**config.mk**
```make
export PLATFORM = sky130hd
export DESIGN_NAME = uart_debug_history
export DESIGN_NICKNAME = d
export VERILOG_FILES = /design/src/rtl/uart_debug_history.sv
export SDC_FILE = /design/constraint.sdc
export NUM_CORES = 1
export LEC_CHECK = 0
export CORE_MARGIN = 1
export CORE_UTILIZATION = 50
export CTS_CLUSTER_DIAMETER = 50
export DETAILED_ROUTE_END_ITERATION = 12
export PLACE_DENSITY_LB_ADDON = 0.05
export SYNTH_ARGS = -nofsm -noshare
export SYNTH_HDL_FRONTEND = slang
export SYNTH_SLANG_ARGS = --single-unit
```
**constraint.sdc**
```tcl
create_clock -name clk -period 2.2 [get_ports clk]
set_input_delay 0.66 -clock clk [delete_from_list [all_inputs] [get_ports clk]]
set_output_delay 0.66 -clock clk [all_outputs]
set_load 0.05 [all_outputs]
```
**src/rtl/uart_debug_history.sv**
```systemverilog
// UART frame history: DEPTH-entry ring of accepted frames with indexed readout,
// fill/count/overflow status and a match trigger that freezes capture POST_TRIG frames later.
module uart_debug_history #(
  parameter int FRAME_W   = 9,
  parameter int DEPTH     = 8,
  parameter int IDX_W     = $clog2(DEPTH),
  parameter int CNT_W     = 16,
  parameter int POST_TRIG = 4
) (
  input  logic               clk,
  input  logic               rst,
  input  logic [FRAME_W-1:0] frame,
  input  logic               frame_valid,
  input  logic               freeze,
  input  logic               clear,
  input  logic               match_en,
  input  logic [FRAME_W-1:0] match_val,
  input  logic [IDX_W-1:0]   rd_idx,
  output logic [FRAME_W-1:0] last_frame,
  output logic [FRAME_W-1:0] hist_frame,
  output logic [IDX_W:0]     fill_level,
  output logic [CNT_W-1:0]   frame_count,
  output logic               overflow,
  output logic               triggered
);

  typedef enum logic [1:0] {
    IDLE  = 2'd0,
    ARMED = 2'd1,
    POST  = 2'd2,
    DONE  = 2'd3
  } trig_state_t;

  localparam logic [IDX_W:0]   FULL_C      = (IDX_W+1)'(DEPTH);
  localparam logic [IDX_W-1:0] POST_LAST_C = IDX_W'(POST_TRIG);

  logic [FRAME_W-1:0] mem_r [DEPTH];
  logic [IDX_W-1:0]   wr_ptr_r;
  logic [IDX_W-1:0]   post_cnt_r;
  logic [IDX_W-1:0]   post_cnt_nx_s;
  logic [IDX_W-1:0]   rd_addr_s;
  logic               accept_s;
  logic               match_s;
  logic               in_range_s;
  trig_state_t        state_r;
  trig_state_t        state_nx_s;

  assign accept_s   = frame_valid && !freeze && (state_r != DONE) && !clear;
  assign match_s    = accept_s && (frame == match_val);
  assign rd_addr_s  = wr_ptr_r - IDX_W'(1) - rd_idx;
  assign in_range_s = ({1'b0, rd_idx} < fill_level);

  // Trigger next-state and post-match frame counter
  always_comb begin
    state_nx_s    = state_r;
    post_cnt_nx_s = post_cnt_r;
    if (clear) begin
      state_nx_s    = IDLE;
      post_cnt_nx_s = '0;
    end else begin
      case (state_r)
        IDLE: begin
          if (match_en) begin
            state_nx_s = ARMED;
          end else begin
            state_nx_s = IDLE;
          end
        end
        ARMED: begin
          if (!match_en) begin
            state_nx_s = IDLE;
          end else if (match_s) begin
            post_cnt_nx_s = '0;
            state_nx_s    = (POST_TRIG == 0) ? DONE : POST;
          end else begin
            state_nx_s = ARMED;
          end
        end
        POST: begin
          // Dropped frames (freeze) do not advance the post-match count
          if (accept_s) begin
            post_cnt_nx_s = post_cnt_r + IDX_W'(1);
            if ((post_cnt_r + IDX_W'(1)) == POST_LAST_C) begin
              state_nx_s = DONE;
            end else begin
              state_nx_s = POST;
            end
          end else begin
            state_nx_s = POST;
          end
        end
        DONE:    state_nx_s = DONE;
        default: state_nx_s = IDLE;
      endcase
    end
  end

  // Trigger state register; triggered is registered from the next state
  always_ff @(posedge clk or posedge rst) begin
    if (rst) begin
      state_r    <= IDLE;
      post_cnt_r <= '0;
      triggered  <= 1'b0;
    end else begin
      state_r    <= state_nx_s;
      post_cnt_r <= post_cnt_nx_s;
      triggered  <= (state_nx_s == DONE);
    end
  end

  // Write pointer, status counters and newest-frame latch
  always_ff @(posedge clk or posedge rst) begin
    if (rst) begin
      wr_ptr_r    <= '0;
      fill_level  <= '0;
      frame_count <= '0;
      overflow    <= 1'b0;
      last_frame  <= '0;
    end else if (clear) begin
      wr_ptr_r    <= '0;
      fill_level  <= '0;
      frame_count <= '0;
      overflow    <= 1'b0;
      last_frame  <= '0;
    end else if (accept_s) begin
      wr_ptr_r   <= wr_ptr_r + IDX_W'(1);
      last_frame <= frame;
      if (fill_level == FULL_C) begin
        overflow <= 1'b1;
      end else begin
        fill_level <= fill_level + (IDX_W+1)'(1);
      end
      if (frame_count != {CNT_W{1'b1}}) begin
        frame_count <= frame_count + CNT_W'(1);
      end
    end
  end

  // History storage; contents beyond fill_level are masked on read so need no reset
  always_ff @(posedge clk) begin
    if (accept_s) begin
      mem_r[wr_ptr_r] <= frame;
    end
  end

  // Indexed readout relative to the newest entry, sampled from pre-edge state
  always_ff @(posedge clk or posedge rst) begin
    if (rst) begin
      hist_frame <= '0;
    end else if (in_range_s) begin
      hist_frame <= mem_r[rd_addr_s];
    end else begin
      hist_frame <= '0;
    end
  end

endmodule

```
=== Word level (Yosys, flattened, before mapping) ===
Memory sizes are Yosys's and may differ from the RTL's.
Index checks and enable logic that the tools add are counted.

* Register bits after elaboration: 48
* Bits in writable memories: 72
* Input bits: 27
* Output and inout bits: 40
* Memories: 1

* Add/subtract/negate cells: 6
* $lt $le $gt $ge: 1
* Equality and inequality tests: 13
* Mux-type cells: 28
* Reduce and logical (&&, ||, !) cells: 15

{| class="wikitable"
|+ Memories
! name !! words !! width !! read ports !! clocked after memory_dff !! write ports !! line !! text
|-
| mem_r || 8 || 9 || 1 || 0 || 1 || 37 || <nowiki>logic [FRAME_W-1:0] mem_r [DEPTH];</nowiki>
|}

{| class="wikitable"
|+ Operator list
! operator !! count
|-
| 16-bit two-way mux || 3
|-
| 9-bit two-way mux || 3
|-
| 3-bit two-way mux || 6
|-
| 16-bit by 1-bit adder with 16-bit output (second input constant) || 1
|-
| 16-bit inequality test (second input constant) || 1
|-
| 4-bit two-way mux || 3
|-
| 9-bit == test || 1
|-
| 3-bit inequality test (second input constant) || 3
|-
| 2-bit two-way mux || 4
|-
| 2-bit one-hot mux with 4 select lines || 1
|-
| 1-bit two-way mux || 7
|-
| 3-bit by 1-bit adder with 3-bit output (second input constant) || 2
|-
| 2-bit == test (second input constant) || 3
|-
| 3-bit one-hot mux with 2 select lines || 1
|-
| 2-bit AND reduction || 3
|-
| 2-bit nonzero test || 3
|-
| 4-bit by 1-bit adder with 4-bit output (second input constant) || 1
|-
| 4-bit == test (second input constant) || 1
|-
| 1-bit logical AND || 4
|-
| 3-bit by 4-bit less-than comparator with 1-bit output || 1
|-
| 2-bit inequality test (second input constant) || 2
|-
| 4-bit AND reduction || 1
|-
| 3-bit == test (second input constant) || 1
|-
| 3-bit nonzero test || 1
|-
| other kinds (5) || 6
|}

=== Depth between registers and ports, before layout ===
* Depth in word-level cells: 10
* Mapped depth: 9
* Mapped depth without buffers: 8

=== Least setup slack after synthesis ===
OpenSTA, ideal clock, no wires.

* Path kind: input port to flip-flop
* Start: in rd_idx[0]
* End: reg hist_frame[7]
* Setup time: 0.141 ns
* Arrival: 2.379 ns
* Slack: -0.320 ns
* Stages on the path: 9
* Path buffers: 2
* Cells stage by stage: inv_1 -> ha_1 -> inv_1 -> fa_1 -> buf_1 -> buf_2 -> mux4_2 -> mux2i_1 -> nor2_1

* Cells in the longest elaborated chain, start to end: 3

{| class="wikitable"
|+ Ends and longest elaborated chain
! element !! line !! text
|-
| start, declared || 18 || <nowiki>input logic [IDX_W-1:0] rd_idx,</nowiki>
|-
| 3-bit subtractor || 50 || <nowiki>assign rd_addr_s = wr_ptr_r - IDX_W'(1) - rd_idx;</nowiki>
|-
| memory 8 x 9 bit || n/a ||
|-
| 9-bit two-way mux * || 150 || <nowiki>end else if (in_range_s) begin</nowiki>
|-
| end signal, assigned || 151 || <nowiki>hist_frame <= mem_r[rd_addr_s];</nowiki>
|-
| end, declared || 20 || <nowiki>output logic [FRAME_W-1:0] hist_frame,</nowiki>
|}

Mark *: on every way between the ends. The rest lies on a longest branch, timed or not.
A chain may end at the register's enable or synchronous reset.

=== Final worst setup path ===
* Start: reg last_frame[6]
* End: out last_frame[6]

{| class="wikitable"
|+ RTL lines
! element !! line !! text
|-
| start, declared || 19 || <nowiki>output logic [FRAME_W-1:0] last_frame,</nowiki>
|-
| start signal, assigned || 127 || <nowiki>last_frame <= frame;</nowiki>
|}

No word-level cell between the ends.

==> impl_metrics.py <==
metrics = {
    "outcome": {
        "status": "finished, final reports clean",
    },
    "timing": {
        "hold_viol": 0,
        "fin_crit_sh_pct": 94.6,
        "setup_tns_ns": 0,
        "slew-limit-headroom_pct": 65.8,
        "whs_ns": 0.499,
        "rsz0062_at_grt": "false",
        "clock.fmax_ghz": 0.481,
        "finalMaxSlewViolations": 0,
        "finalClockSkew_ns": 0.00890,
        "period_needed_ns": 2.08,
        "final-setup-viol-count": 0,
        "tightest_slew_ns": 0.513,
    },
    "global_routing": {
        "antenna_found_initial": 0,
        "grt_pass1_wl_um": 18300,
        "grt_use_total_pct": 22.6,
        "grt.overflow.total": 0,
        "grt_start_max_net_pins": 49,
        "first_global_vias": 3448,
    },
    "setup_path": {
        "r2r_end": "hist_frame[1]",
        "cp.depth": 1,
        "critPathLaunchType": "register",
        "worstPathRequired_ns": 1.54,
        "worst-endpoint-arrival_ns": 1.42,
        "path_class": "reg -> out",
        "crit_path_end_kind": "output port",
        "path_cells": "dlygate4sd2_1",
        "crit_family": "buffers and inverters",
        "cp_num_buf_inv": 1,
        "slowest_delay_ns": 0.54,
        "critPathMaxFanout": 2,
        "r2r-start": "wr_ptr_r[0]",
        "worstSetupEndpoint": "last_frame[6]",
        "r2r_slack_ns": 0.26,
        "setup.worst_path.start": "last_frame[6]",
        "crit_slowest_cell": "dlygate4sd2_1",
        "r2r_cells": 8,
    },
    "power_and_ir_drop": {
        "seqPwrFrac_pct": 42.6,
        "power.share.clock_pct": 46.4,
        "power_density_nw_per_um2": 814,
        "p_int_mw": 4.37,
        "leakage_nw": 2.84,
        "power_mw": 5.75,
        "switching_share_pct": 24.1,
        "combPwrFrac_pct": 11.0,
        "p_switching_mw": 1.39,
        "vdd_drop_max_v": 0.000528,
    },
    "drt": {
        "firstDrtPassIters": 4,
        "ant_nets": 0,
        "vias_per_cell": 5.30,
        "drt_first_iter_violations": 139,
        "post-route-drc-count": 0,
        "via_count": 3365,
        "wl_um": 11600,
        "wire_per_inst_um": 18.2,
    },
    "finish": {
        "insertedDiodeCount": 0,
        "post-route-cell-area_um2": 7060,
        "layout_common_cells": "edfxtp_1, buf_4, dfrtp_1, nor2_1, nand2_1",
        "layout_commonest_cell": "edfxtp_1",
        "final_layout_size_suffix_gt1_share_pct": 29.7,
        "syn_to_final_growth_pct": 32.7,
        "nets": 523,
    },
    "yosys": {
        "synth_xor_xnor_area_share_pct": 4.96,
        "synthAdderAreaFrac_pct": 2.49,
        "async_reset_ff_share_pct": 40.0,
        "avgSynthCellArea_um2": 14.5,
        "synth-edff-count": 72,
        "synthMuxAreaShare_pct": 9.88,
        "synth_top_area_share_pct": 40.6,
        "syn_nets": 403,
        "ys_ff_latch": 120,
        "yosys.area.top_type": "edfxtp_1",
        "ys_seq_area_share_pct": 63.2,
        "syn_inst": 366,
        "synth_top_family_by_area": "simple AND/OR/NAND/NOR gates",
        "synth_compound_area_share_pct": 5.90,
        "synthTopCellsByArea": "edfxtp_1, dfrtp_1, mux4_2",
        "yosys.cell_types.count": 51,
        "ys.flop_type": "edfxtp_1",
        "syn_area_um2": 5320,
        "synth-simple-area-share_pct": 11.5,
        "ys_warn_count": 0,
    },
    "clock_network": {
        "clock_latency_ns": 0.51,
        "cts_setup_buffers": 0,
        "cts_inserted_buffers": 17,
        "cts.sinks": 120,
        "clockBufferDepth": 2,
        "clk_pin_slew_ns": 0.06,
        "h-tree-depth": 4,
        "cts_tree": "yes",
        "clockRootBuffer": "clkbuf_8",
    },
    "placement": {
        "post_dp_cell_area_um2": 6450,
        "io_buffers": 66,
        "dp_hpwl_um": 7680,
        "gp_congestion": 0.799,
    },
    "floorplanning": {
        "fp.dieW_um": 105,
        "io_pins": 67,
        "num_rows": 37,
        "initial_core_util_pct": 51.5,
        "die_h_um": 105,
        "core-area_um2": 10300,
        "die_area_um2": 11100,
    },
    "job": {
        "cap_violations": 0,
    },
    "min_path": {
        "hold_path_class": "reg -> reg",
    },
}
==> power by group through the flow <==
stage	clock network (mW)	registers [mW]	logic (mW)
2_1_floorplan	0	2.60	0.278
3_3_place_gp	0	2.50	0.629
3_5_place_dp	0	2.50	0.638
4_1_cts	2.72	2.45	0.627
5_1_grt	2.81	2.45	0.676
6_report	2.67	2.45	0.631
==> stage by stage <==
step | worst slack, ns | std cells | util, %
final | 0.120 | 635 | 68.4
after global routing | 0.0828 | 635 | 68.4
after CTS | 0.0611 | 634 | 68.0
after detailed placement | -0.537 | 602 | 62.5
after global placement | -0.489 | 602 | 62.5
after floorplan | -0.0218 | 366 | -
==> worst min-delay path by stage <==
stage | cells after the start | endpoint | from | slack [ns]
5_1_grt | 3 | frame_count[12] | rst | 0.53
3_5_place_dp | 2 | overflow | overflow | 0.50
2_1_floorplan | 2 | post_cnt_r[1] | post_cnt_r[1] | 0.49
3_3_place_gp | 2 | overflow | overflow | 0.48
4_1_cts | 2 | overflow | overflow | 0.51
6_report | 2 | overflow | overflow | 0.50
==> sequential cells by signal, indices dropped and copies added, names as in the netlist, 2 cells and up <==
signal	flops
frame_count	16
wr_ptr_r	3
hist_frame	9
state_r	2
mem_r	72
last_frame	9
post_cnt_r	3
fill_level	4
==> metal layers <==
| layer | vias to the layer above | track usage, % | share of wire [%] |
|---|---|---|---|
| met5 | - | 0 | 0 |
| met4 | 0 | 6.24 | 0.74 |
| met3 | 7 | 6.99 | 5.3 |
| met2 | 82 | 38.4 | 51 |
| met1 | 1682 | 28.2 | 43 |
| li1 | 1594 | - | - |
==> area by class of cell <==
class,instances,area [um^2]
clock buffer,18,428
clock inverter,14,151
fill,749,3260
inverter,10,37.5
multi-input combinational,222,1880
sequential,120,3360
tap,136,170
timing repair buffer,115,1030
==> kinds of logic (layout without fill, tap and decap cells) <==
logic type / Yosys count / after routing
DFF: 120 / 120
and+or+nand+nor: 113 / 113
AOI/OAI and AO/OA: 41 / 41
muxes: 30 / 30
xor gates and xnor gates: 28 / 28
buffers and inverters: 24 / 157
adders and majority gates: 10 / 10
==> cells in the mapped netlist, types with 2 or more instances <==
library cell	count
a21oi_2	2
nor4_1	2
clkbuf_1	3
a2111oi_4	3
and3_1	2
a211oi_1	6
buf_4	2
o21ai_1	2
nand3_1	5
xor2_1	4
xnor2_1	23
a21oi_1	18
o21ai_0	4
mux2i_1	12
buf_2	5
nand2b_1	3
nor2_1	41
nand2_1	33
edfxtp_1	72
buf_1	3
nor3_1	5
nand4_1	4
mux4_2	18
nor4_2	3
dfrtp_1	48
ha_1	9
inv_1	10
==> what timing repair did <==
item | 4_1_cts | 5_1_grt
setup endpoints to repair | 19 | 9
hold buffers | 0 | 0
endpoints found under the hold margin | 0 | 0
pin swaps | 0 | 3
resized for setup | 18 | 4
gates cloned | 0 | 1
Note: power is estimated with default switching activity, not from simulation.
